[config.mk]
export PLATFORM = sky130hd
export DESIGN_NAME = hex_scroll_sequencer
export DESIGN_NICKNAME = d
export VERILOG_FILES = /design/src/rtl/hex_scroll_sequencer.sv
export SDC_FILE = /design/constraint.sdc
export NUM_CORES = 1
export LEC_CHECK = 0
export ABC_CLOCK_PERIOD_IN_PS = 1900
export BUFFER_PORTS_ARGS = -buffer_cell sky130_fd_sc_hd__clkbuf_2
export CAP_MARGIN = 20
export CORE_MARGIN = 10
export CORE_UTILIZATION = 31
export CTS_CLUSTER_DIAMETER = 80
export DETAILED_ROUTE_END_ITERATION = 6
export PLACE_DENSITY = 0.5
export SLEW_MARGIN = 20
export SYNTH_ARGS = -nofsm -noshare
export SYNTH_HDL_FRONTEND = slang
export SYNTH_SLANG_ARGS = --single-unit
export TNS_END_PERCENT = 30
[constraint.sdc]
create_clock -name CLOCK_50 -period 1.9 [get_ports CLOCK_50]
set_input_delay 0 -clock CLOCK_50 [delete_from_list [all_inputs] [get_ports CLOCK_50]]
set_output_delay 0 -clock CLOCK_50 [all_outputs]
set_load 0.02 [all_outputs]
[src/rtl/hex_scroll_sequencer.sv]
// Four-digit 7-segment sequencer: raw SW view, load buffer from KEY presses, scroll/hold rotation.
// Optional macro HEX_BLINK_EN: blinks the display while scrolling is held.
module hex_scroll_sequencer #(
   parameter int TICK_DIV   = 25_000_000,
   parameter int DEB_CYCLES = 500_000
) (
   input  logic       CLOCK_50,
   input  logic       RESET,
   input  logic [9:0] SW,
   input  logic [3:0] KEY,
   output logic [6:0] HEX3,
   output logic [6:0] HEX2,
   output logic [6:0] HEX1,
   output logic [6:0] HEX0,
   output logic [1:0] STATE
);

   // state    | meaning
   // S_RAW    | HEX0 mirrors SW[6:0], other digits blank
   // S_LOAD   | KEY0 appends SW[6:0] to the buffer, KEY2 clears it, KEY1 starts scrolling
   // S_SCROLL | buffer rotates one digit every TICK_DIV cycles, KEY1 pauses
   // S_HOLD   | rotation frozen (tick and offset kept), KEY1 resumes
   typedef enum logic [1:0] {
      S_RAW    = 2'b00,
      S_LOAD   = 2'b01,
      S_SCROLL = 2'b10,
      S_HOLD   = 2'b11
   } state_t;

   localparam int TW = $clog2(TICK_DIV);
   localparam int DW = $clog2(DEB_CYCLES + 1);
   localparam logic [TW-1:0] TICK_LAST = TW'(TICK_DIV - 1);
   localparam logic [DW-1:0] DEB_LAST  = DW'(DEB_CYCLES - 1);
   localparam logic [6:0]    BLANK     = 7'h7F;

   logic [3:0]    key_s1, key_s2, key_acc, press, key_act;
   logic [DW-1:0] deb_cnt [4];

   state_t        state, state_nxt;
   logic [6:0]    seg_buf [4];
   logic [6:0]    seg_buf_nxt [4];
   logic [1:0]    wr_ptr, wr_ptr_nxt;
   logic [1:0]    offset, offset_nxt;
   logic [TW-1:0] tick, tick_nxt;
   logic [6:0]    hex_nxt [4];

   logic unused_sw;
   assign unused_sw = ^SW[8:7];

   // Sync flops and accepted level reset to "pressed" so a key held through
   // reset must first be seen released before it can produce a press.
   always_ff @(posedge CLOCK_50) begin
      if (RESET) begin
         key_s1  <= '0;
         key_s2  <= '0;
         key_acc <= '0;
         press   <= '0;
         for (int i = 0; i < 4; i++) deb_cnt[i] <= '0;
      end else begin
         key_s1 <= KEY;
         key_s2 <= key_s1;
         for (int i = 0; i < 4; i++) begin
            press[i] <= 1'b0;
            if (key_s2[i] == key_acc[i]) begin
               deb_cnt[i] <= '0;
            end else if (deb_cnt[i] == DEB_LAST) begin
               deb_cnt[i] <= '0;
               key_acc[i] <= key_s2[i];
               press[i]   <= ~key_s2[i];
            end else begin
               deb_cnt[i] <= deb_cnt[i] + DW'(1);
            end
         end
      end
   end

   always_comb begin
      key_act = '0;
      if (press[3])      key_act[3] = 1'b1;
      else if (press[2]) key_act[2] = 1'b1;
      else if (press[1]) key_act[1] = 1'b1;
      else if (press[0]) key_act[0] = 1'b1;
   end

   always_ff @(posedge CLOCK_50) begin
      if (RESET) begin
         state  <= S_RAW;
         wr_ptr <= '0;
         offset <= '0;
         tick   <= '0;
         for (int i = 0; i < 4; i++) seg_buf[i] <= BLANK;
      end else begin
         state  <= state_nxt;
         wr_ptr <= wr_ptr_nxt;
         offset <= offset_nxt;
         tick   <= tick_nxt;
         for (int i = 0; i < 4; i++) seg_buf[i] <= seg_buf_nxt[i];
      end
   end

   always_comb begin
      state_nxt  = state;
      wr_ptr_nxt = wr_ptr;
      offset_nxt = offset;
      tick_nxt   = tick;
      for (int i = 0; i < 4; i++) seg_buf_nxt[i] = seg_buf[i];

      if (key_act[3]) begin
         state_nxt  = S_RAW;
         wr_ptr_nxt = '0;
         offset_nxt = '0;
         tick_nxt   = '0;
      end else begin
         case (state)
            S_RAW: begin
               if (key_act[0]) begin
                  seg_buf_nxt[wr_ptr] = SW[6:0];
                  wr_ptr_nxt          = wr_ptr + 2'd1;
                  state_nxt           = S_LOAD;
               end
            end
            S_LOAD: begin
               if (key_act[0]) begin
                  seg_buf_nxt[wr_ptr] = SW[6:0];
                  wr_ptr_nxt          = wr_ptr + 2'd1;
               end else if (key_act[2]) begin
                  for (int i = 0; i < 4; i++) seg_buf_nxt[i] = BLANK;
                  wr_ptr_nxt = '0;
               end else if (key_act[1]) begin
                  state_nxt  = S_SCROLL;
                  tick_nxt   = '0;
                  offset_nxt = '0;
               end
            end
            S_SCROLL: begin
               if (key_act[1]) begin
                  state_nxt = S_HOLD;
               end else if (tick == TICK_LAST) begin
                  tick_nxt   = '0;
                  offset_nxt = SW[9] ? offset - 2'd1 : offset + 2'd1;
               end else begin
                  tick_nxt = tick + TW'(1);
               end
            end
            S_HOLD: begin
               if (key_act[1]) state_nxt = S_SCROLL;
            end
         endcase
      end
   end

`ifdef HEX_BLINK_EN
   logic [TW-1:0] blink_cnt;
   logic          blink_off;

   // Held at zero outside S_HOLD, so every hold starts with the lit phase.
   always_ff @(posedge CLOCK_50) begin
      if (RESET || state != S_HOLD) begin
         blink_cnt <= '0;
         blink_off <= 1'b0;
      end else if (blink_cnt == TICK_LAST) begin
         blink_cnt <= '0;
         blink_off <= ~blink_off;
      end else begin
         blink_cnt <= blink_cnt + TW'(1);
      end
   end
`endif

   always_comb begin
      for (int i = 0; i < 4; i++) hex_nxt[i] = BLANK;
      case (state)
         S_RAW:  hex_nxt[0] = SW[6:0];
         S_LOAD: for (int i = 0; i < 4; i++) hex_nxt[i] = seg_buf[i];
         S_SCROLL, S_HOLD:
            for (int i = 0; i < 4; i++) hex_nxt[i] = seg_buf[2'(i) + offset];
      endcase
`ifdef HEX_BLINK_EN
      if (state == S_HOLD && blink_off)
         for (int i = 0; i < 4; i++) hex_nxt[i] = BLANK;
`endif
   end

   always_ff @(posedge CLOCK_50) begin
      if (RESET) begin
         HEX0 <= BLANK;
         HEX1 <= BLANK;
         HEX2 <= BLANK;
         HEX3 <= BLANK;
      end else begin
         HEX0 <= hex_nxt[0];
         HEX1 <= hex_nxt[1];
         HEX2 <= hex_nxt[2];
         HEX3 <= hex_nxt[3];
      end
   end

   assign STATE = state;

endmodule

==> run summary <==
Status -> finished with violations
Failing checks -> setup timing
H-tree levels -> 4
Final core utilization -> 40.54%
DR vias/cell -> 4.627
Design area -> 11700 sq um
Final Critical Period -> 2.001 ns
DP Area -> 10770 sq um
Mapped Area -> 9112 sq um
1st-iter DRT viols -> 422
Critical path peak fanout -> 5
Ys Warns -> 0
Max clock buf depth -> 2
GR Util met3 -> 2.150%
Slew @ Worst Pin -> 0.5124 ns
Fin worst setup slack -> -0.1010 ns
NumNets Final -> 1175
Post-synth cell types -> 50
Worst Min Path Start -> KEY[3]
Initial Utilization -> 31.58%
R2r startpoint -> tick[7]
GPL Wtd Cong -> 0.7574
Worst EP required -> 2.25 ns
Fin. max-slew vios -> 0
Initial antenna violation count -> 1
Total GRT Usage -> 11.77%
Met2 Track Usage GR -> 18.24%
First-pass GRT wire length -> 35500 um
Num rows -> 62
Num CTS Buffers -> 17
Arrival @ worst endpoint -> 2.35 ns
Power density cells -> 698.3 nW/um^2
Yosys reg bits -> 181
Latest clock arrival within the worst-skew pair -> 0.43 ns
Number of max-cap violations -> 0
Logic pwr share -> 4.4%
M1 GR Usage -> 16.39%
Crit-path max cell delay -> 0.54 ns
Share of cells above drive strength 1 -> 22.79%
Final Hold Vio Count -> 0
Post-synth top flop -> dfxtp_1
Crit-path leading delay family -> simple AND/OR/NAND/NOR gates
CP max-delay cell -> or4b_4
Die span in x -> 191.5 um
Worst setup EP type -> register
NetSw -> 1.852 mW
Busiest grt layer -> met2
Sw Ratio -> 22.67%
HPWL Detailed -> 15030 um
Skew final -> 0.01021 ns
Count leader, synth -> nor2_1
Area growth syn-to-layout -> 28.40%
Pre-antenna DRT Iters -> 4
CP Buf/Inv Count -> 0
Worst path depth -> 5
Total number of vias -> 7158
Crit path cell chain -> or4b_4, nor4_4, nand3_2, or4_1, a31oi_1
# IOs -> 46
Worst vdd ir -> 465.2 uV
Crit Path Class -> reg2reg
Area leader, netlist -> edfxtp_1
Crit path from -> tick[7]
Clock sink count -> 181
Die Height -> 191.5 um
Vias in the first global route -> 6997
DRC violations left -> 0
Clk root buf -> clkbuf_16
FFs w/ async S/R, synth -> 0%
Power share of the clock group -> 44.2%
Post-synth top cells -> 123 x nor2_1, 105 x dfxtp_1, 105 x nand3_1, 83 x nand2_1, 76 x edfxtp_1
CTS tree -> built
Post-synth EDFFs -> 76
Top post-synthesis cells by area -> edfxtp_1 25%, dfxtp_1 23%, nand3_1 5.8%
DRT Wirelength -> 21170 um
Fillers -> 2919
Die area -> 36650 sq um
Unrepaired setup endpoints after global routing -> yes
Antenna diodes -> 0
Seq pwr share -> 51.3%
Worst r2r path cells -> 5
Wire length per cell -> 13.68 um
Fin crit share -> 105.3%
Synth Area per Inst -> 9.704 sq um
Antenna Nets Post-Route -> 0
Slew margin rel. -> 65.71%
Area of the multi-input gates -> 4912 sq um
Largest net degree at the start of global routing -> 46
I/O Buffers -> 43
Mapped Cells -> 939
Core area -> 28860 sq um
F_max -> 499.8 MHz
Grt total ovfl -> 0
Storage cell area -> 4390 sq um
Sequential-to-total area share from yosys stat -> 48.11%
Worst setup SP type -> register
Clock transition at the registers of the reported paths -> 0.07 ns
Worst R2R Setup Slack -> -0.10 ns
Count of final setup violators -> 18
Cell-internal power -> 6.318 mW
Yosys top cell area share -> 25.04%
Leakage -> 4.357 nW
Hold WC Path Type -> in2reg
==> how the worst min path moves through the flow <==
stage	end	slack (ns)	depth (start not counted)
finish	key_s1[3]	0.40	3
global route	key_s1[2]	0.42	3
CTS	key_s1[2]	0.39	3
detailed placement	key_s1[3]	0.28	2
global placement	key_s1[3]	0.28	2
floorplan	key_s1[0]	0.13	1
==> metrics by stage <==
step | hold slack (ns) | setup TNS, ns | power, mW | instances | setup slack [ns]
floorplan | 0.1282 | -0.5011 | 4.467 | 1014 | -0.04802
global placement | 0.2768 | -0.4711 | 4.607 | 1491 | -0.03522
detailed placement | 0.2753 | -1.055 | 4.611 | 1491 | -0.09087
CTS | 0.3908 | -0.8283 | 8.297 | 1541 | -0.1080
global route | 0.4211 | -4.680 | 8.484 | 1547 | -0.2184
finish | 0.4036 | -0.4960 | 8.170 | 1547 | -0.1010
==> tightest hold or removal path, delay by kind of cell <==
family                 cells  cell delay, ns
AND/OR/NAND/NOR            1            0.12
buffers and inverters      2            0.66
==> registers in the layout, indices dropped and copies added (netlist names), named ones only <==
name / flops
tick: 25
HEX3: 7
HEX0: 7
HEX1: 7
seg_buf: 28
deb_cnt: 76
key_s2: 4
wr_ptr: 2
key_acc: 4
STATE: 2
press: 4
HEX2: 7
offset: 2
key_s1: 4
==> placed cells by master, fill, tap and decap left out, drive strengths merged, types with 23 or more instances in the layout <==
| master | n |
|---|---|
| nor2 | 123 |
| nand3 | 106 |
| dfxtp | 105 |
| buf | 105 |
| nand2 | 83 |
| edfxtp | 76 |
| conb | 76 |
| clkbuf | 63 |
| xor2 | 47 |
| xnor2 | 32 |
| a21oi | 32 |
| nor2b | 23 |
| inv | 23 |
==> routing by layer <==
metal,up-vias,wire length [um]
met5,-,0
met1,3363,10530
met3,11,686
li1,3679,-
met4,0,212
met2,105,9736
==> what timing repair did <==
action | in CTS | in global routing
cloned | 1 | 0
gates resized for setup | 10 | 23
setup endpoints to repair | 48 | 83
endpoints found under the hold margin | 37 | 0
pin swaps | 10 | 13
hold buffers | 15 | 0
buffers inserted | 2 | 6
==> cell type report <==
type | count | area share, %
Clock inverter | 12 | 0.9518
Inverter | 18 | 0.5775
Clock buffer | 20 | 4.181
Tap cell | 384 | 4.107
Timing Repair Buffer | 163 | 10.67
Multi-Input combinational cell | 769 | 41.98
Sequential cell | 181 | 37.53
==> power groups by stage <==
stage / clock network [mW] / logic (mW) / registers [mW]
2_1_floorplan: 0 / 0.180 / 4.29
3_3_place_gp: 0 / 0.328 / 4.28
3_5_place_dp: 0 / 0.329 / 4.28
4_1_cts: 3.74 / 0.359 / 4.19
5_1_grt: 3.87 / 0.409 / 4.21
6_report: 3.61 / 0.362 / 4.19
==> cell families (layout without fill, tap and decap cells) <==
logic type	after synthesis	in the layout	synth area share, %
buf+inv	64	213	2.760
compound gates	83	83	5.726
flops	181	181	48.11
xor+xnor	79	79	7.593
mux	49	49	8.211
simple gates	473	473	26.32
fa+ha+maj	9	9	1.236
other cells	1	76	0.04115
No activity file was read; power rests on OpenSTA's default activity.
